==> config.mk <==
export PLATFORM = sky130hd
export DESIGN_NAME = fifo_uart_tx_flat
export DESIGN_NICKNAME = d
export VERILOG_FILES = /design/src/rtl/fifo_uart_tx_pkg.sv /design/src/rtl/fifo_uart_tx_if.sv /design/src/rtl/fifo_uart_tx_bit_timer.sv /design/src/rtl/fifo_uart_tx.sv /design/src/flat_wrapper.sv
export SDC_FILE = /design/constraint.sdc
export NUM_CORES = 1
export LEC_CHECK = 0
export BUFFER_PORTS_ARGS = -buffer_cell sky130_fd_sc_hd__buf_4
export CAP_MARGIN = 20
export CORE_MARGIN = 5
export CORE_UTILIZATION = 55
export CTS_BUF_LIST = sky130_fd_sc_hd__clkbuf_4
export DETAILED_ROUTE_END_ITERATION = 7
export GPL_ROUTABILITY_DRIVEN = 0
export PLACE_DENSITY = 0.84
export SLEW_MARGIN = 20
export SYNTH_ARGS = -nofsm -noshare
export SYNTH_HDL_FRONTEND = slang
export SYNTH_SLANG_ARGS = --single-unit
==> constraint.sdc <==
create_clock -name ck -period 2.1 [get_ports ck]
set_clock_uncertainty 0.2 [all_clocks]
set_input_delay 0.105 -clock ck [delete_from_list [all_inputs] [get_ports ck]]
set_output_delay 0.105 -clock ck [all_outputs]
set_load 0.03 [all_outputs]
==> src/rtl/fifo_uart_tx_pkg.sv <==
// Shared definitions for the FIFO-draining 8N1 UART transmitter:
// FSM state encoding and frame shape constants.
package fifo_uart_pkg;

  typedef enum logic [2:0] {
    IDLE  = 3'd0,
    REQ   = 3'd1,
    LOAD  = 3'd2,
    START = 3'd3,
    DATA  = 3'd4,
    STOP  = 3'd5
  } tx_state_e;

  localparam int DATA_BITS = 8;
  localparam int STOP_BITS = 1;

endpackage

==> src/rtl/fifo_uart_tx_if.sv <==
// Read-side connection between the byte FIFO and its single reader.
// master = the transmitter (pops bytes), slave = the FIFO.
interface fifo_uart_tx_if;

  logic       fifo_empty;
  logic [7:0] fifo_dout;
  logic       fifo_ren;

  modport master (
    input  fifo_empty,
    input  fifo_dout,
    output fifo_ren
  );

  modport slave (
    output fifo_empty,
    output fifo_dout,
    input  fifo_ren
  );

endinterface

==> src/rtl/fifo_uart_tx_bit_timer.sv <==
// Bit-period counter: counts 0..CLK_DIV-1 and wraps, flagging the last
// count of each period. Held at zero while clear is high.
module bit_timer #(
  parameter int CLK_DIV = 16,
  parameter int CNT_W   = 16
) (
  input  logic ck,
  input  logic rst,
  input  logic clear,
  output logic period_done
);

  localparam logic [CNT_W-1:0] LAST_CNT = CNT_W'(CLK_DIV - 1);
  localparam logic [CNT_W-1:0] ONE_CNT  = CNT_W'(1);

  logic [CNT_W-1:0] cnt_r;

  // Period counter with explicit compare-and-clear at the last count.
  always_ff @(posedge ck) begin
    if (!rst) begin
      cnt_r <= {CNT_W{1'b0}};
    end else if (clear) begin
      cnt_r <= {CNT_W{1'b0}};
    end else if (cnt_r == LAST_CNT) begin
      cnt_r <= {CNT_W{1'b0}};
    end else begin
      cnt_r <= cnt_r + ONE_CNT;
    end
  end

  assign period_done = (cnt_r == LAST_CNT);

endmodule

==> src/rtl/fifo_uart_tx.sv <==
// 8N1 serial transmitter that pops one byte at a time from the upstream
// FIFO and shifts it out LSB first. All outputs come straight from flops;
// they are loaded from the decode of the next state so that they line up
// with the state they belong to.
module fifo_uart_tx
  import fifo_uart_pkg::*;
#(
  parameter int CLK_DIV = 16,
  parameter int CNT_W   = 16
) (
  input  logic                  ck,
  input  logic                  rst,
  input  logic                  tx_en,
  fifo_uart_tx_if.master        fif,
  output logic                  txd,
  output logic                  busy
);

  localparam logic [2:0] LAST_DATA_BIT = 3'(DATA_BITS - 1);
  localparam logic [2:0] LAST_STOP_BIT = 3'(STOP_BITS - 1);

  tx_state_e  state_r;
  tx_state_e  state_next_s;
  logic [2:0] bit_cnt_r;
  logic [2:0] bit_cnt_next_s;
  logic [7:0] shift_r;
  logic [7:0] shift_next_s;
  logic       txd_r;
  logic       txd_next_s;
  logic       fifo_ren_r;
  logic       fifo_ren_next_s;
  logic       busy_r;
  logic       busy_next_s;
  logic       timer_clear_s;
  logic       period_done_s;

  // The bit timer only runs while a frame is on the line.
  assign timer_clear_s = (state_r == IDLE) || (state_r == REQ) || (state_r == LOAD);

  bit_timer #(
    .CLK_DIV (CLK_DIV),
    .CNT_W   (CNT_W)
  ) u_bit_timer (
    .ck          (ck),
    .rst         (rst),
    .clear       (timer_clear_s),
    .period_done (period_done_s)
  );

  // Next-state and datapath update: request, load, then start/data/stop bits.
  always_comb begin
    state_next_s   = state_r;
    bit_cnt_next_s = bit_cnt_r;
    shift_next_s   = shift_r;
    case (state_r)
      IDLE: begin
        if (tx_en && !fif.fifo_empty) begin
          state_next_s = REQ;
        end else begin
          state_next_s = IDLE;
        end
      end
      REQ: begin
        // The FIFO cannot go empty without a read, so no re-check here.
        state_next_s = LOAD;
      end
      LOAD: begin
        shift_next_s   = fif.fifo_dout;
        bit_cnt_next_s = 3'd0;
        state_next_s   = START;
      end
      START: begin
        if (period_done_s) begin
          bit_cnt_next_s = 3'd0;
          state_next_s   = DATA;
        end else begin
          state_next_s = START;
        end
      end
      DATA: begin
        if (period_done_s) begin
          shift_next_s = {1'b0, shift_r[7:1]};
          if (bit_cnt_r == LAST_DATA_BIT) begin
            bit_cnt_next_s = 3'd0;
            state_next_s   = STOP;
          end else begin
            bit_cnt_next_s = bit_cnt_r + 3'd1;
            state_next_s   = DATA;
          end
        end else begin
          state_next_s = DATA;
        end
      end
      STOP: begin
        if (period_done_s) begin
          if (bit_cnt_r == LAST_STOP_BIT) begin
            bit_cnt_next_s = 3'd0;
            state_next_s   = IDLE;
          end else begin
            bit_cnt_next_s = bit_cnt_r + 3'd1;
            state_next_s   = STOP;
          end
        end else begin
          state_next_s = STOP;
        end
      end
      default: begin
        state_next_s   = IDLE;
        bit_cnt_next_s = 3'd0;
        shift_next_s   = 8'h00;
      end
    endcase
  end

  // Output values for the state about to be entered.
  always_comb begin
    txd_next_s      = 1'b1;
    fifo_ren_next_s = 1'b0;
    busy_next_s     = 1'b1;
    case (state_next_s)
      IDLE:    busy_next_s     = 1'b0;
      REQ:     fifo_ren_next_s = 1'b1;
      LOAD:    txd_next_s      = 1'b1;
      START:   txd_next_s      = 1'b0;
      DATA:    txd_next_s      = shift_next_s[0];
      STOP:    txd_next_s      = 1'b1;
      default: busy_next_s     = 1'b0;
    endcase
  end

  // State, datapath and output registers; reset aborts any frame in flight.
  always_ff @(posedge ck) begin
    if (!rst) begin
      state_r    <= IDLE;
      bit_cnt_r  <= 3'd0;
      shift_r    <= 8'h00;
      txd_r      <= 1'b1;
      fifo_ren_r <= 1'b0;
      busy_r     <= 1'b0;
    end else begin
      state_r    <= state_next_s;
      bit_cnt_r  <= bit_cnt_next_s;
      shift_r    <= shift_next_s;
      txd_r      <= txd_next_s;
      fifo_ren_r <= fifo_ren_next_s;
      busy_r     <= busy_next_s;
    end
  end

  assign txd          = txd_r;
  assign busy         = busy_r;
  assign fif.fifo_ren = fifo_ren_r;

endmodule
==> src/flat_wrapper.sv <==
// flat-port wrapper written by rule: the top's interface ports become plain ports
module fifo_uart_tx_flat import fifo_uart_pkg::*;
#(
  parameter int CLK_DIV = 16,
  parameter int CNT_W   = 16
)
  (ck, rst, tx_en, txd, busy, fif_fifo_empty, fif_fifo_dout, fif_fifo_ren);
  fifo_uart_tx_if fif_i ();
  input  logic ck;
  input  logic rst;
  input  logic tx_en;
  output logic txd;
  output logic busy;
  input wire logic [$bits(fif_i.fifo_empty)-1:0] fif_fifo_empty;
  input wire logic [$bits(fif_i.fifo_dout)-1:0] fif_fifo_dout;
  output wire logic [$bits(fif_i.fifo_ren)-1:0] fif_fifo_ren;
  assign fif_i.fifo_empty = fif_fifo_empty;
  assign fif_i.fifo_dout = fif_fifo_dout;
  assign fif_fifo_ren = fif_i.fifo_ren;
  fifo_uart_tx #(.CLK_DIV(CLK_DIV), .CNT_W(CNT_W)) u_core (.ck(ck), .rst(rst), .tx_en(tx_en), .fif(fif_i), .txd(txd), .busy(busy));
endmodule
Word level (Yosys, flattened, before mapping). Cells that the tools add are included.

Logic and storage cells: 58. Latch bits: 0. Bits of input ports: 12. Memories: 0. RAM bits: 0. Bits in registers: 33. ROM bits: 0.

Reductions and logical operators: 12. $mul: 0. Shifts and indexed selects: 0. Div/mod/pow operators: 0. Add/sub/neg operators: 2. Magnitude comparators: 0. Equality and inequality tests: 15. Bitwise logic cells: 3. Multiplexer cells: 18.

Operators by type and width (count): $mux W3 (8); $pmux W8 S3 (1); $pmux W3 S6 (1); $add A16 B1 Y16 const B (1); $eq A16 B4 Y1 const B (1); $eq A3 B3 Y1 const B (5); $eq A3 B2 Y1 const B (4); $pmux W3 S4 (1); $mux W8 (1); $eq A3 B1 Y1 const B (2); $logic_not A3 Y1 (2); $ne A2 B1 Y1 const B (3); $mux W1 (5); $reduce_or A5 Y1 (1); $reduce_and A4 Y1 (1); $reduce_or A4 Y1 (1); $add A3 B1 Y3 const B (1); $not A1 Y1 (3); $reduce_or A3 Y1 (1); $logic_or A1 B1 Y1 (2); $pmux W1 S2 (1); $reduce_and A2 Y1 (1); $reduce_or A2 Y1 (1); $logic_and A1 B1 Y1 (1); $logic_not A1 Y1 (1).

Longest topological paths before layout. Gate-level depths: netlist of run 1.

Depth after elaboration: 7. Depth in mapped cells: 8. Mapped depth without buffers: 7.

Modules after synthesis. From an unflattened synthesis of run 1, not the netlist that was laid out.

Cells, all modules: 187. Area, all modules: 1687.9 um^2.

By module, submodules not included: fifo_uart_tx (cells each 107, seq. area each 340.3 um^2, area each 925.9 um^2, instances 1); bit_timer (cells each 80, seq. area each 320.3 um^2, area each 762.0 um^2, instances 1).

Worst setup path after synthesis of run 1. No wires, ideal clock.

Kind: reg-to-reg. Start point: register u_core.u_bit_timer.cnt_r[0]. End point: register u_core.u_bit_timer.cnt_r[12]. Cell stages (with the launch flop): 9. Slack: 111 ps. Data required time: 1838 ps. Library setup time: 62 ps. Clock period less this slack: 1989 ps. Arrival: 1727 ps. Path through: dfxtp_1 -> ha_1 -> and3_4 -> and4_1 -> buf_6 -> or3_1 -> buf_6 -> buf_12 -> nor2_4.

Longest elaborated chain between the ends: 2. Elaborated cells on any way between the ends: 3. Classes of those cells: 1 x add/sub; 1 x eq/ne; 1 x reduce/logical.

RTL lines: from (decl) (line fifo_uart_tx_bit_timer.sv:16) `logic [CNT_W-1:0] cnt_r;`; from (signal assigned) (line fifo_uart_tx_bit_timer.sv:21) `cnt_r <= {CNT_W{1'b0}};`; from (signal assigned) (line fifo_uart_tx_bit_timer.sv:23) `cnt_r <= {CNT_W{1'b0}};`; from (signal assigned) (line fifo_uart_tx_bit_timer.sv:25) `cnt_r <= {CNT_W{1'b0}};`; parallel branches: the longest is 2 deep, another holds $add A16 B1 Y16.

Several ways; the timed one is not identified. A chain may end at the register's enable or synchronous reset.

Worst setup path in the final report of run 1.
Start point: register u_core.u_bit_timer.cnt_r[0]. End point: register u_core.fifo_ren_r, in the netlist u_core.fif.fifo_ren.

Longest elaborated chain between the ends: 5. Elaborated cells on any way between the ends: 7. Classes of those cells: 2 x eq/ne; 5 x mux.

RTL lines: $eq A16 B4 Y1 * (line fifo_uart_tx_bit_timer.sv:31) `assign period_done = (cnt_r == LAST_CNT);`; $mux W3, or another cell as far along (line fifo_uart_tx.sv:95) `if (period_done_s) begin`; $pmux W3 S6 * (line fifo_uart_tx.sv:55) `case (state_r)`; $eq A3 B1 Y1 * (line fifo_uart_tx.sv:120) `case (state_next_s)`; $mux W1 * (line fifo_uart_tx.sv:120); to (signal assigned) (line fifo_uart_tx.sv:145) `fifo_ren_r <= fifo_ren_next_s;`; to (decl) (line fifo_uart_tx.sv:30) `logic fifo_ren_r;`.

Every way passes the cells marked *; elsewhere a longest branch is shown, timed or not.

==> metrics.md, run 1 <==
| Metric | Value |
|---|---|
| Outcome | completed |
| Fin. Hold Viols | 0 |
| Top delay family on crit path | simple AND/OR/NAND/NOR gates |
| Hold slack | 0.09047 ns |
| Clock power share | 0.285 |
| Final worst path period need | 1.996 ns |
| Initial antenna violation count | 0 |
| Main area contributors after synthesis | dfxtp_1 39%, nor2_4 5.4%, o2bb2ai_1 3.1%, xnor2_1 3.1%, ha_1 3.0% |
| Vias/cell | about 5.7 |
| Max-cap violations | 0 |
| Post-synth top area share | 0.3943 |
| Die width | around 65 µm |
| Slew headroom | 0.6600 |
| CP Class | register to register |
| Crit Path Max Fanout | 4 |
| Synth Cell Area | approximately 0.0017 mm² |
| Synth cell types | 45 |
| Sw Ratio | 0.2590 |
| Mean Syn Cell Area | ~9.6 µm² |
| Top-Level Pins | 15 |
| Sequential share of power | 0.580 |
| Cells after Synth | between 150 and 200 |
| Crit path buf inv count | 1 |
| Hold Path Class | input pin to register |
| Combinational fraction of design power | 0.134 |
| Mapped Nets | around 190 |
| Final Cycle Share | 0.9505 |
| Warnings, synthesis | 0 |
| Clk_lat worst skew | 0.33 ns |
| Die height | ~65 µm |
| Critical-path cell list | ha_1, and3_4, nand4_1, buf_4, nor3_2, nor4_4, nor3b_1 |
| Routed wire length per instance | about 15 µm |
| Max rail drop VDD | 350.5 µV |
| Clk buf depth | 2 |
| Die Footprint | around 0.0042 mm² |
| Element type at the critical path start | register |
| Vias in the first global route | 1356 |
| Seq/Total Area, Yosys | 0.3943 |
| DRC | 0 |
| Root Buffer | clkbuf_4 |
| Setup WS post-layout | just over 0.1 ns |
| CP startpoint | u_core.u_bit_timer.cnt_r[0] |
| Synth-to-Final Area Change | 16.95% |
| Fraction of registers with async set/reset | 0 |
| Initial core utilization | 0.5626 |
| Total routed wirelength | about 3400 µm |
| Min-delay src | fif_fifo_dout[0] |
| Slowest stage delay, CP | between 0.3 and 0.4 ns |
| Final setup fails | 0 |
| First-pass GRT wire length | 5816 µm |
| Main synth FF type | dfxtp_1 |
| Largest net degree at the start of global routing | 17 |
| F_max | 501.0 MHz |
| Total clock sinks | 33 |
| Via Count | approximately 1.3k |
| DP Wirelength | about 2400 µm |
| Antenna diode count | 0 |
| DRT iter0 DRCs | ~130 |
| TritonCTS buffer count | 5 |
| Static Leakage | 0.6665 nW |
| Routed Antenna Nets | 0 |
| Register bit total from synthesis | 33 |
| Final Util | 0.6580 |
| Slew @ Worst Pin | roughly 0.5 ns |
| Internal power | roughly 0.86 mW |
| Share of cells above drive strength 1 | 0.2338 |
| Port bufs | 14 |
| Drt pass-1 iters | 4 |
| CTS tree | done |
| DP Worst Slack | between 0.06 and 0.07 ns |
| Nets | around 220 |
| Worst Setup End Kind | register |
| Core Region | between 0.002 and 0.003 mm² |
| Layout fillers | about 230 |
| # rows | 20 |
| Total GRT Usage | 0.1741 |
| Remaining Overflow, GRT | 0 |
| Largest area contributor in the netlist | dfxtp_1 |
| Slowest cell on crit path | dfxtp_1 |
| Post-synth EDFFs | 0 |
| Psw | 0.2991 mW |
| H-tree levels | 2 |
| Clock-pin slew on the worst setup and hold paths | ~0.1 ns |
| Pins Over Slew Limit | 0 |
| PwrDens | slightly below 600 mW/mm² |
| WP data arrival | slightly above 2 ns |
| WP data required | roughly 2.1 ns |
| R2R Path Start | u_core.u_bit_timer.cnt_r[0] |
[final cells by class]
type / count / area [µm²] / share of cell area
clock inverter: 1 / 3.754 / 0.001916
clock buffer: 6 / 45.04 / 0.02299
timing repair buffer: 27 / 235.2 / 0.1201
sequential: 33 / 660.6 / 0.3372
tap: 33 / 41.29 / 0.02107
inverter: 8 / 30.03 / 0.01533
multi-input combinational: 126 / 943.4 / 0.4815
[flip-flops by register name, indices dropped and copies added (netlist names)]
name / cells
u_core.bit_cnt_r: 3
u_core.busy: 1
u_core.fif.fifo_ren: 1
u_core.shift_r: 8
u_core.state_r: 3
u_core.txd: 1
u_core.u_bit_timer.cnt_r: 16
[power groups by stage]
stage	Clock [mW]	Sequential, mW	Combinational (mW)
after floorplan	0	0.683	0.0927
final	0.330	0.670	0.155
after detailed placement	0	0.684	0.138
after CTS	0.341	0.669	0.150
after global routing	0.376	0.674	0.168
after global placement	0	0.682	0.132
[worst reg2reg max path, delay by kind of cell (launching register included)]
kind	cells	cell delay [ns]
adders and majority gates	1	0.20
buffers and inverters	1	0.19
DFF	1	0.37
and+or+nand+nor	5	0.95
[stage by stage]
step | power, mW | cell area [µm²] | setup TNS (ns) | cells
global route | 1.218 | 1959 | -0.08300 | 234
global placement | 0.8141 | 1792 | 0 | 217
finish | 1.155 | 1959 | 0 | 234
CTS | 1.160 | 1921 | 0 | 232
detailed placement | 0.8218 | 1792 | 0 | 217
floorplan | 0.7759 | 1675 | 0 | 175
[metal layers]
| metal | vias to the layer above | share of wire | routed length, µm | GRT usage |
|---|---|---|---|---|
| met2 | 39 | 0.53 | 1819 | 0.3123 |
| li1 | 675 | - | - | - |
| met3 | 10 | 0.056 | 192 | 0.04274 |
| met5 | - | 0 | 0 | 0 |
| met4 | 0 | 0.020 | 68 | 0.06477 |
| met1 | 621 | 0.39 | 1353 | 0.1977 |
[cells in the mapped netlist, drive strengths merged (3+ instances only)]
library cell and instances:
nor4 5, buf 7, ha 4, a211oi 3
nand4 6, nand2 12, and3 3, xnor2 6
mux2i 5, nor2 18, a22oi 6, nand3 4
nand2b 3, xor2 4, or3 5, inv 8
and4 3, a21oi 8, nor2b 5, o2bb2ai 6
o21ai 7, dfxtp 33
[timing repair]
action / in CTS / in global routing
endpoints found under the setup margin: 0 / 15
setup buffers: 0 / 2
gates resized for setup: 0 / 5
endpoints found under the hold margin: 12 / 0
hold buffers: 8 / 0
[path summary, 6_finish.rpt]
| check | slack (ns) | cells past startpoint | end |
|---|---|---|---|
| worst max register to register | 0.10 | 7 | u_core.fif.fifo_ren |
| worst min-delay path | 0.09 | 4 | u_core.shift_r[0] |
| worst max-delay path | 0.10 | 7 | u_core.fif.fifo_ren |
| worst min register to register | 0.26 | 1 | u_core.u_bit_timer.cnt_r[0] |
[cells in the final DEF, fill, tap and decap left out, types with 2 or more instances in the layout]
cell           Yosys  layout
o21ai_0            6       6
o2bb2ai_1          6       6
and2_1             2       2
nor4_2             1       3
dlygate4sd3_1      0       8
nor2_4             8       8
and3_1             2       2
xnor2_1            6       6
nor2_2             3       4
or3_1              5       5
and4_1             3       2
buf_4              0      18
nand2b_1           3       3
nand4_1            6       6
clkbuf_4           0       6
nand2_1           12      12
a211oi_1           2       2
a21oi_1            8       8
inv_1              8       8
nand3_1            4       4
nor2_1             7       6
ha_1               4       4
mux2i_1            5       5
nor2b_1            5       5
xor2_1             4       4
a22oi_1            6       6
dfxtp_1           33      33
[cell families (layout without fill, tap and decap cells)]
kind of cell	count (synthesis)	count (layout)	share of synthesized area
AOI/OAI and AO/OA	38	38	0.1643
xor gates and xnor gates	10	10	0.05228
buffers and inverters	16	42	0.05675
muxes	5	5	0.02987
and+or+nand+nor	69	69	0.2726
adders and majority gates	4	4	0.02987
DFF	33	33	0.3943
Power figures use the tool's default switching activity.
==> run 2: changes to the inputs <==
--- a/config.mk
+++ b/config.mk
@@ -8,11 +8,11 @@
 export BUFFER_PORTS_ARGS = -buffer_cell sky130_fd_sc_hd__buf_4
 export CAP_MARGIN = 20
 export CORE_MARGIN = 5
-export CORE_UTILIZATION = 55
+export CORE_UTILIZATION = 30
 export CTS_BUF_LIST = sky130_fd_sc_hd__clkbuf_4
 export DETAILED_ROUTE_END_ITERATION = 7
 export GPL_ROUTABILITY_DRIVEN = 0
-export PLACE_DENSITY = 0.84
+export PLACE_DENSITY = 0.54
 export SLEW_MARGIN = 20
 export SYNTH_ARGS = -nofsm -noshare
 export SYNTH_HDL_FRONTEND = slang
==> metrics.md, run 2 (synthesis gave the netlist of run 1 again) <==
| Metric | Value |
|---|---|
| Sequential share of power | 0.564 (was 0.580) |
| Slew headroom | 0.7138 (was 0.6600) |
| Layout fillers | 583 (was 231) |
| Die height | 84.73 µm (was 65.19 µm) |
| H-tree levels | 2 (unchanged) |
| TritonCTS buffer count | 5 (unchanged) |
| WP data required | 2.10 ns (was 2.14 ns) |
| Vias in the first global route | 1265 (was 1356) |
| Remaining Overflow, GRT | 0 (unchanged) |
| Top delay family on crit path | simple AND/OR/NAND/NOR gates (unchanged) |
| Crit Path Max Fanout | 7 (was 4) |
| Root Buffer | clkbuf_4 (unchanged) |
| Initial core utilization | 0.3061 (was 0.5626) |
| Final worst path period need | 1.961 ns (was 1.996 ns) |
| Final setup fails | 0 (unchanged) |
| Internal power | 0.8666 mW (was 0.8556 mW) |
| F_max | 510.1 MHz (was 501.0 MHz) |
| Element type at the critical path start | register (unchanged) |
| Max-cap violations | 0 (unchanged) |
| Antenna diode count | 0 (unchanged) |
| Critical-path cell list | nor4_2, and4_4, nor2_1, nor4_4, a41oi_2 (was ha_1, and3_4, nand4_1, buf_4, nor3_2, nor4_4, nor3b_1) |
| DRC | 0 (unchanged) |
| DRT iter0 DRCs | 73 (was 127) |
| Largest register FFs | 16 (unchanged) |
| Unrepaired setup endpoints after global routing | no |
| Worst Setup End Kind | register (unchanged) |
| Top Registers | u_core.u_bit_timer.cnt_r (16), u_core.shift_r (8) (unchanged) |
| Slew @ Worst Pin | 0.4279 ns (was 0.5093 ns) |
| Static Leakage | 0.7040 nW (was 0.6665 nW) |
| Routed wire length per instance | 11.91 µm (was 14.67 µm) |
| Clock-pin slew on the worst setup and hold paths | 0.10 ns (about the same) |
| Final Util | 0.3749 (was 0.6580) |
| Post-route setup TNS | 0 ns (unchanged) |
| First-pass GRT wire length | 5865 µm (was 5816 µm) |
| Clk buf depth | 2 (unchanged) |
| CP Class | register to register (unchanged) |
| Slowest cell on crit path | dfxtp_1 (unchanged) |
| Largest net degree at the start of global routing | 17 (unchanged) |
| Sw Ratio | 0.2624 (was 0.2590) |
| Max rail drop VDD | 202.8 µV (was 350.5 µV) |
| Psw | 0.3083 mW (was 0.2991 mW) |
| Drt pass-1 iters | 4 (unchanged) |
| Total GRT Usage | 0.1002 (was 0.1741) |
| CTS tree | done (unchanged) |
| Commonest cells after routing, fill and taps aside | 33 x dfxtp_1, 25 x buf_4, 12 x nand2_1 (was 33 x dfxtp_1, 18 x buf_4, 12 x nand2_1) |
| Commonest non-fill, non-tap cell in the layout | dfxtp_1 (unchanged) |
| Final Cycle Share | 0.9336 (was 0.9505) |
| Fin. Hold Viols | 0 (unchanged) |
| Hold Path Class | input pin to register (unchanged) |
| Vias/cell | 4.786 (was 5.748) |
| Nets | 224 (was 217) |
| Die Footprint | 0.007179 mm² (was 0.004250 mm²) |
| Clock power share | 0.290 (was 0.285) |
| Combinational fraction of design power | 0.146 (was 0.134) |
| Core Region | 0.005473 mm² (was 0.002978 mm²) |
| Synth-to-Final Area Change | 22.48% (was 16.95%) |
| Total routed wirelength | 3336 µm (was 3433 µm) |
| Slowest stage delay, CP | 0.37 ns (about the same) |
| Pins Over Slew Limit | 0 (unchanged) |
| Die width | 84.73 µm (was 65.19 µm) |
| DP Wirelength | 2404 µm (was 2419 µm) |
| Top-Level Pins | 15 (unchanged) |
| Clk_lat worst skew | 0.33 ns (about the same) |
| Initial antenna violation count | 0 (unchanged) |
| WP data arrival | 1.96 ns (was 2.04 ns) |
| Register with the most flip-flops | u_core.u_bit_timer.cnt_r (unchanged) |
| Routed Antenna Nets | 0 (unchanged) |
| Total clock sinks | 33 (unchanged) |
| Share of cells above drive strength 1 | 0.2548 (was 0.2338) |
| Via Count | 1340 (was 1345) |
| Crit path buf inv count | 0 (was 1) |
| Outcome | completed (unchanged) |
| PwrDens | 572.6 mW/mm² (was 589.3 mW/mm²) |
| Port bufs | 14 (unchanged) |
| # rows | 27 (was 20) |
## run 2: per-stage QoR
step | setup slack, ns | std cells | cell area [µm²] | power (mW) | hold WS (ns)
2_1_floorplan | 0.1109 | 175 | 1675 | 0.7759 | 0.1120
3_3_place_gp | 0.06342 | 264 | 1901 | 0.8367 | 0.2072
3_5_place_dp | 0.009113 | 264 | 1901 | 0.8358 | 0.2113
4_1_cts | 0.04107 | 279 | 2031 | 1.196 | 0.07164
5_1_grt | 0.02049 | 280 | 2052 | 1.244 | 0.09696
6_report | 0.1395 | 280 | 2052 | 1.175 | 0.09168
## run 2: repair_timing
item | CTS | global route
hold buffers | 8 | 0
pin swaps | 0 | 2
endpoints found under the hold margin | 12 | 0
resized for setup | 1 | 3
setup buffers | 0 | 1
endpoints found under the setup margin | 1 | 4
## run 2: path summary, 6_finish.rpt
path | start | endpoint | slack [ns] | cells past startpoint
max | u_core.u_bit_timer.cnt_r[4] | u_core.txd | 0.14 | 5
min | fif_fifo_dout[0] | u_core.txd | 0.09 | 4
max reg2reg | u_core.u_bit_timer.cnt_r[4] | u_core.txd | 0.14 | 5
min reg2reg | u_core.u_bit_timer.cnt_r[0] | u_core.u_bit_timer.cnt_r[0] | 0.25 | 1
## run 2: power by group through the flow
stage               clock (mW)  combinational [mW]  sequential (mW)
floorplan                    0              0.0927            0.683
global placement             0               0.160            0.677
detailed placement           0               0.159            0.677
CTS                      0.361               0.172            0.663
global route             0.390               0.188            0.666
finish                   0.341               0.172            0.662
## run 2: layout make-up
cell class                 count  area, µm²  share of cell area
multi-input combinational    126      934.6              0.4555
sequential                    33      660.6              0.3220
timing repair buffer          34      287.8              0.1402
tap                           72      90.09             0.04390
clock buffer                   6      45.04             0.02195
inverter                       8      30.03             0.01463
clock inverter                 1      3.754            0.001829
## run 2: worst min-delay path, delay by kind of cell
family          cells  cell delay (ns)
compound gates      3             0.40
buf+inv             1             0.08
## run 2: layer usage
metal	track usage	routed length (µm)	part of all wire	up-vias
met2	0.1409	1450	0.43	15
met4	0.04748	60	0.018	0
li1	-	-	-	695
met5	0	0	0	-
met1	0.1415	1739	0.52	624
met3	0.02552	86	0.026	6
==> run 3: changes to the inputs <==
--- a/config.mk
+++ b/config.mk
@@ -12,6 +12,7 @@
 export CTS_BUF_LIST = sky130_fd_sc_hd__clkbuf_4
 export DETAILED_ROUTE_END_ITERATION = 7
 export GPL_ROUTABILITY_DRIVEN = 0
+export MAX_ROUTING_LAYER = met4
 export PLACE_DENSITY = 0.54
 export SLEW_MARGIN = 20
 export SYNTH_ARGS = -nofsm -noshare
==> metrics.md, run 3 (synthesis gave the netlist of run 1 again) <==
| Metric | Value |
|---|---|
| Outcome | completed (unchanged) |
| Slowest cell on crit path | dfxtp_1 (unchanged) |
| Total GRT Usage | 0.1032 (was 0.1002) |
| Sequential share of power | 0.564 (about the same) |
| Synth-to-Final Area Change | 22.48% (unchanged) |
| Worst Setup End Kind | register (unchanged) |
| DRT iter0 DRCs | 73 (unchanged) |
| Routed wire length per instance | 11.91 µm (unchanged) |
| Port bufs | 14 (unchanged) |
| Sequential cell area | 660.6 µm² (unchanged) |
| Slowest stage delay, CP | 0.37 ns (about the same) |
| Final Cycle Share | 0.9336 (unchanged) |
| Initial core utilization | 0.3061 (unchanged) |
| Max rail drop VDD | 202.8 µV (unchanged) |
| Die height | 84.73 µm (unchanged) |
| H-tree levels | 2 (unchanged) |
| Footprint of the multi-input gates | 934.6 µm² (unchanged) |
| Via Count | 1340 (unchanged) |
| Final setup fails | 0 (unchanged) |
| Clk buf depth | 2 (unchanged) |
| Static Leakage | 0.7040 nW (unchanged) |
| Crit Path Max Fanout | 7 (unchanged) |
| Drt pass-1 iters | 4 (unchanged) |
| Layout fillers | 583 (unchanged) |
| Remaining Overflow, GRT | 0 (unchanged) |
| Fin. Hold Viols | 0 (unchanged) |
| Top delay family on crit path | simple AND/OR/NAND/NOR gates (unchanged) |
| Hold Path Class | input pin to register (unchanged) |
| WP data required | 2.10 ns (about the same) |
| Final Util | 0.3749 (unchanged) |
| Largest register FFs | 16 (unchanged) |
| Slew headroom | 0.7138 (unchanged) |
| Largest net degree at the start of global routing | 17 (unchanged) |
| Clock-pin slew on the worst setup and hold paths | 0.10 ns (about the same) |
| Internal power | 0.8666 mW (unchanged) |
| Commonest non-fill, non-tap cell in the layout | dfxtp_1 (unchanged) |
| Nets | 224 (unchanged) |
| Vias in the first global route | 1265 (unchanged) |
| CP Class | register to register (unchanged) |
| Slew @ Worst Pin | 0.4279 ns (unchanged) |
| Share of cells above drive strength 1 | 0.2548 (unchanged) |
| Sw Ratio | 0.2624 (about the same) |
| Top-Level Pins | 15 (unchanged) |
| Max-cap violations | 0 (unchanged) |
| Register with the most flip-flops | u_core.u_bit_timer.cnt_r (unchanged) |
| Critical-path cell list | nor4_2, and4_4, nor2_1, nor4_4, a41oi_2 (unchanged) |
| DP Wirelength | 2404 µm (unchanged) |
| TritonCTS buffer count | 5 (unchanged) |
| Post-route setup TNS | 0 ns (unchanged) |
| Vias/cell | 4.786 (unchanged) |
| Antenna diode count | 0 (unchanged) |
| Clock power share | 0.290 (about the same) |
| Initial antenna violation count | 0 (unchanged) |
| PwrDens | 572.6 mW/mm² (unchanged) |
| DRC | 0 (unchanged) |
| Die width | 84.73 µm (unchanged) |
| Final worst path period need | 1.961 ns (unchanged) |
| First-pass GRT wire length | 5865 µm (unchanged) |
| Total routed wirelength | 3336 µm (unchanged) |
| Element type at the critical path start | register (unchanged) |
| Combinational fraction of design power | 0.146 (about the same) |
| Core Region | 0.005473 mm² (unchanged) |
| Top Registers | u_core.u_bit_timer.cnt_r (16), u_core.shift_r (8) (unchanged) |
| Root Buffer | clkbuf_4 (unchanged) |
| Routed Antenna Nets | 0 (unchanged) |
| Psw | 0.3083 mW (about the same) |
| Total clock sinks | 33 (unchanged) |
| # rows | 27 (unchanged) |
| Unrepaired setup endpoints after global routing | no (unchanged) |
| Die Footprint | 0.007179 mm² (unchanged) |
| Pins Over Slew Limit | 0 (unchanged) |
| Commonest cells after routing, fill and taps aside | 33 x dfxtp_1, 25 x buf_4, 12 x nand2_1 (unchanged) |
| Clk_lat worst skew | 0.33 ns (about the same) |
| Crit path buf inv count | 0 (unchanged) |
| WP data arrival | 1.96 ns (about the same) |
| F_max | 510.1 MHz (unchanged) |
| CTS tree | done (unchanged) |
-- run 3: cell counts in the layout (fill, tap and decap cells not counted) --
Identical to the previous run, type by type.
-- run 3: layout make-up --
type / instances / share of cell area
Tap cell: 72 / 0.04390
Inverter: 8 / 0.01463
Multi-Input combinational cell: 126 / 0.4555
Clock inverter: 1 / 0.001829
Clock buffer: 6 / 0.02195
Timing Repair Buffer: 34 / 0.1402
Sequential cell: 33 / 0.3220
-- run 3: worst paths after layout --
kind / start / depth (start not counted) / slack [ns] / endpoint
max: u_core.u_bit_timer.cnt_r[4] / 5 / 0.14 / u_core.txd
min: fif_fifo_dout[0] / 4 / 0.09 / u_core.txd
max reg2reg: u_core.u_bit_timer.cnt_r[4] / 5 / 0.14 / u_core.txd
min reg2reg: u_core.u_bit_timer.cnt_r[0] / 1 / 0.25 / u_core.u_bit_timer.cnt_r[0]
-- run 3: metal layers --
layer | track usage | share of wire
met4 | 0.04748 | 0.018
met3 | 0.02453 | 0.022
met1 | 0.1421 | 0.52
met5 | - | 0
met2 | 0.1409 | 0.43
-- run 3: through the flow --
| step | power, mW | hold slack, ns | setup slack [ns] | area, µm² | cells |
|---|---|---|---|---|---|
| 6_report | 1.175 | 0.09168 | 0.1395 | 2052 | 280 |
| 5_1_grt | 1.244 | 0.09696 | 0.02049 | 2052 | 280 |
| 4_1_cts | 1.196 | 0.07164 | 0.04107 | 2031 | 279 |
| 3_5_place_dp | 0.8358 | 0.2113 | 0.009113 | 1901 | 264 |
| 3_3_place_gp | 0.8367 | 0.2072 | 0.06342 | 1901 | 264 |
| 2_1_floorplan | 0.7759 | 0.1120 | 0.1109 | 1675 | 175 |
-- run 3: power groups by stage --
| stage | Clock (mW) | Sequential, mW | Combinational (mW) |
|---|---|---|---|
| final | 0.341 | 0.662 | 0.172 |
| after global routing | 0.390 | 0.666 | 0.188 |
| after CTS | 0.361 | 0.663 | 0.172 |
| after floorplan | 0 | 0.683 | 0.0927 |
| after global placement | 0 | 0.677 | 0.160 |
| after detailed placement | 0 | 0.677 | 0.159 |
-- run 3: repair_timing --
action | in CTS | in global routing
gates cloned | 0 | 0
gates resized for setup | 1 | 3
hold buffers | 8 | 0
setup endpoints to repair | 1 | 4
setup buffers | 0 | 1
endpoints found under the hold margin | 12 | 0
pin swaps | 0 | 2
-- run 3: worst register-to-register path, stage by stage (launching register included) --
cell     delay (ns)
dfxtp_1        0.37
nor4_2         0.35
and4_4         0.32
nor2_1         0.08
nor4_4         0.37
a41oi_2        0.15
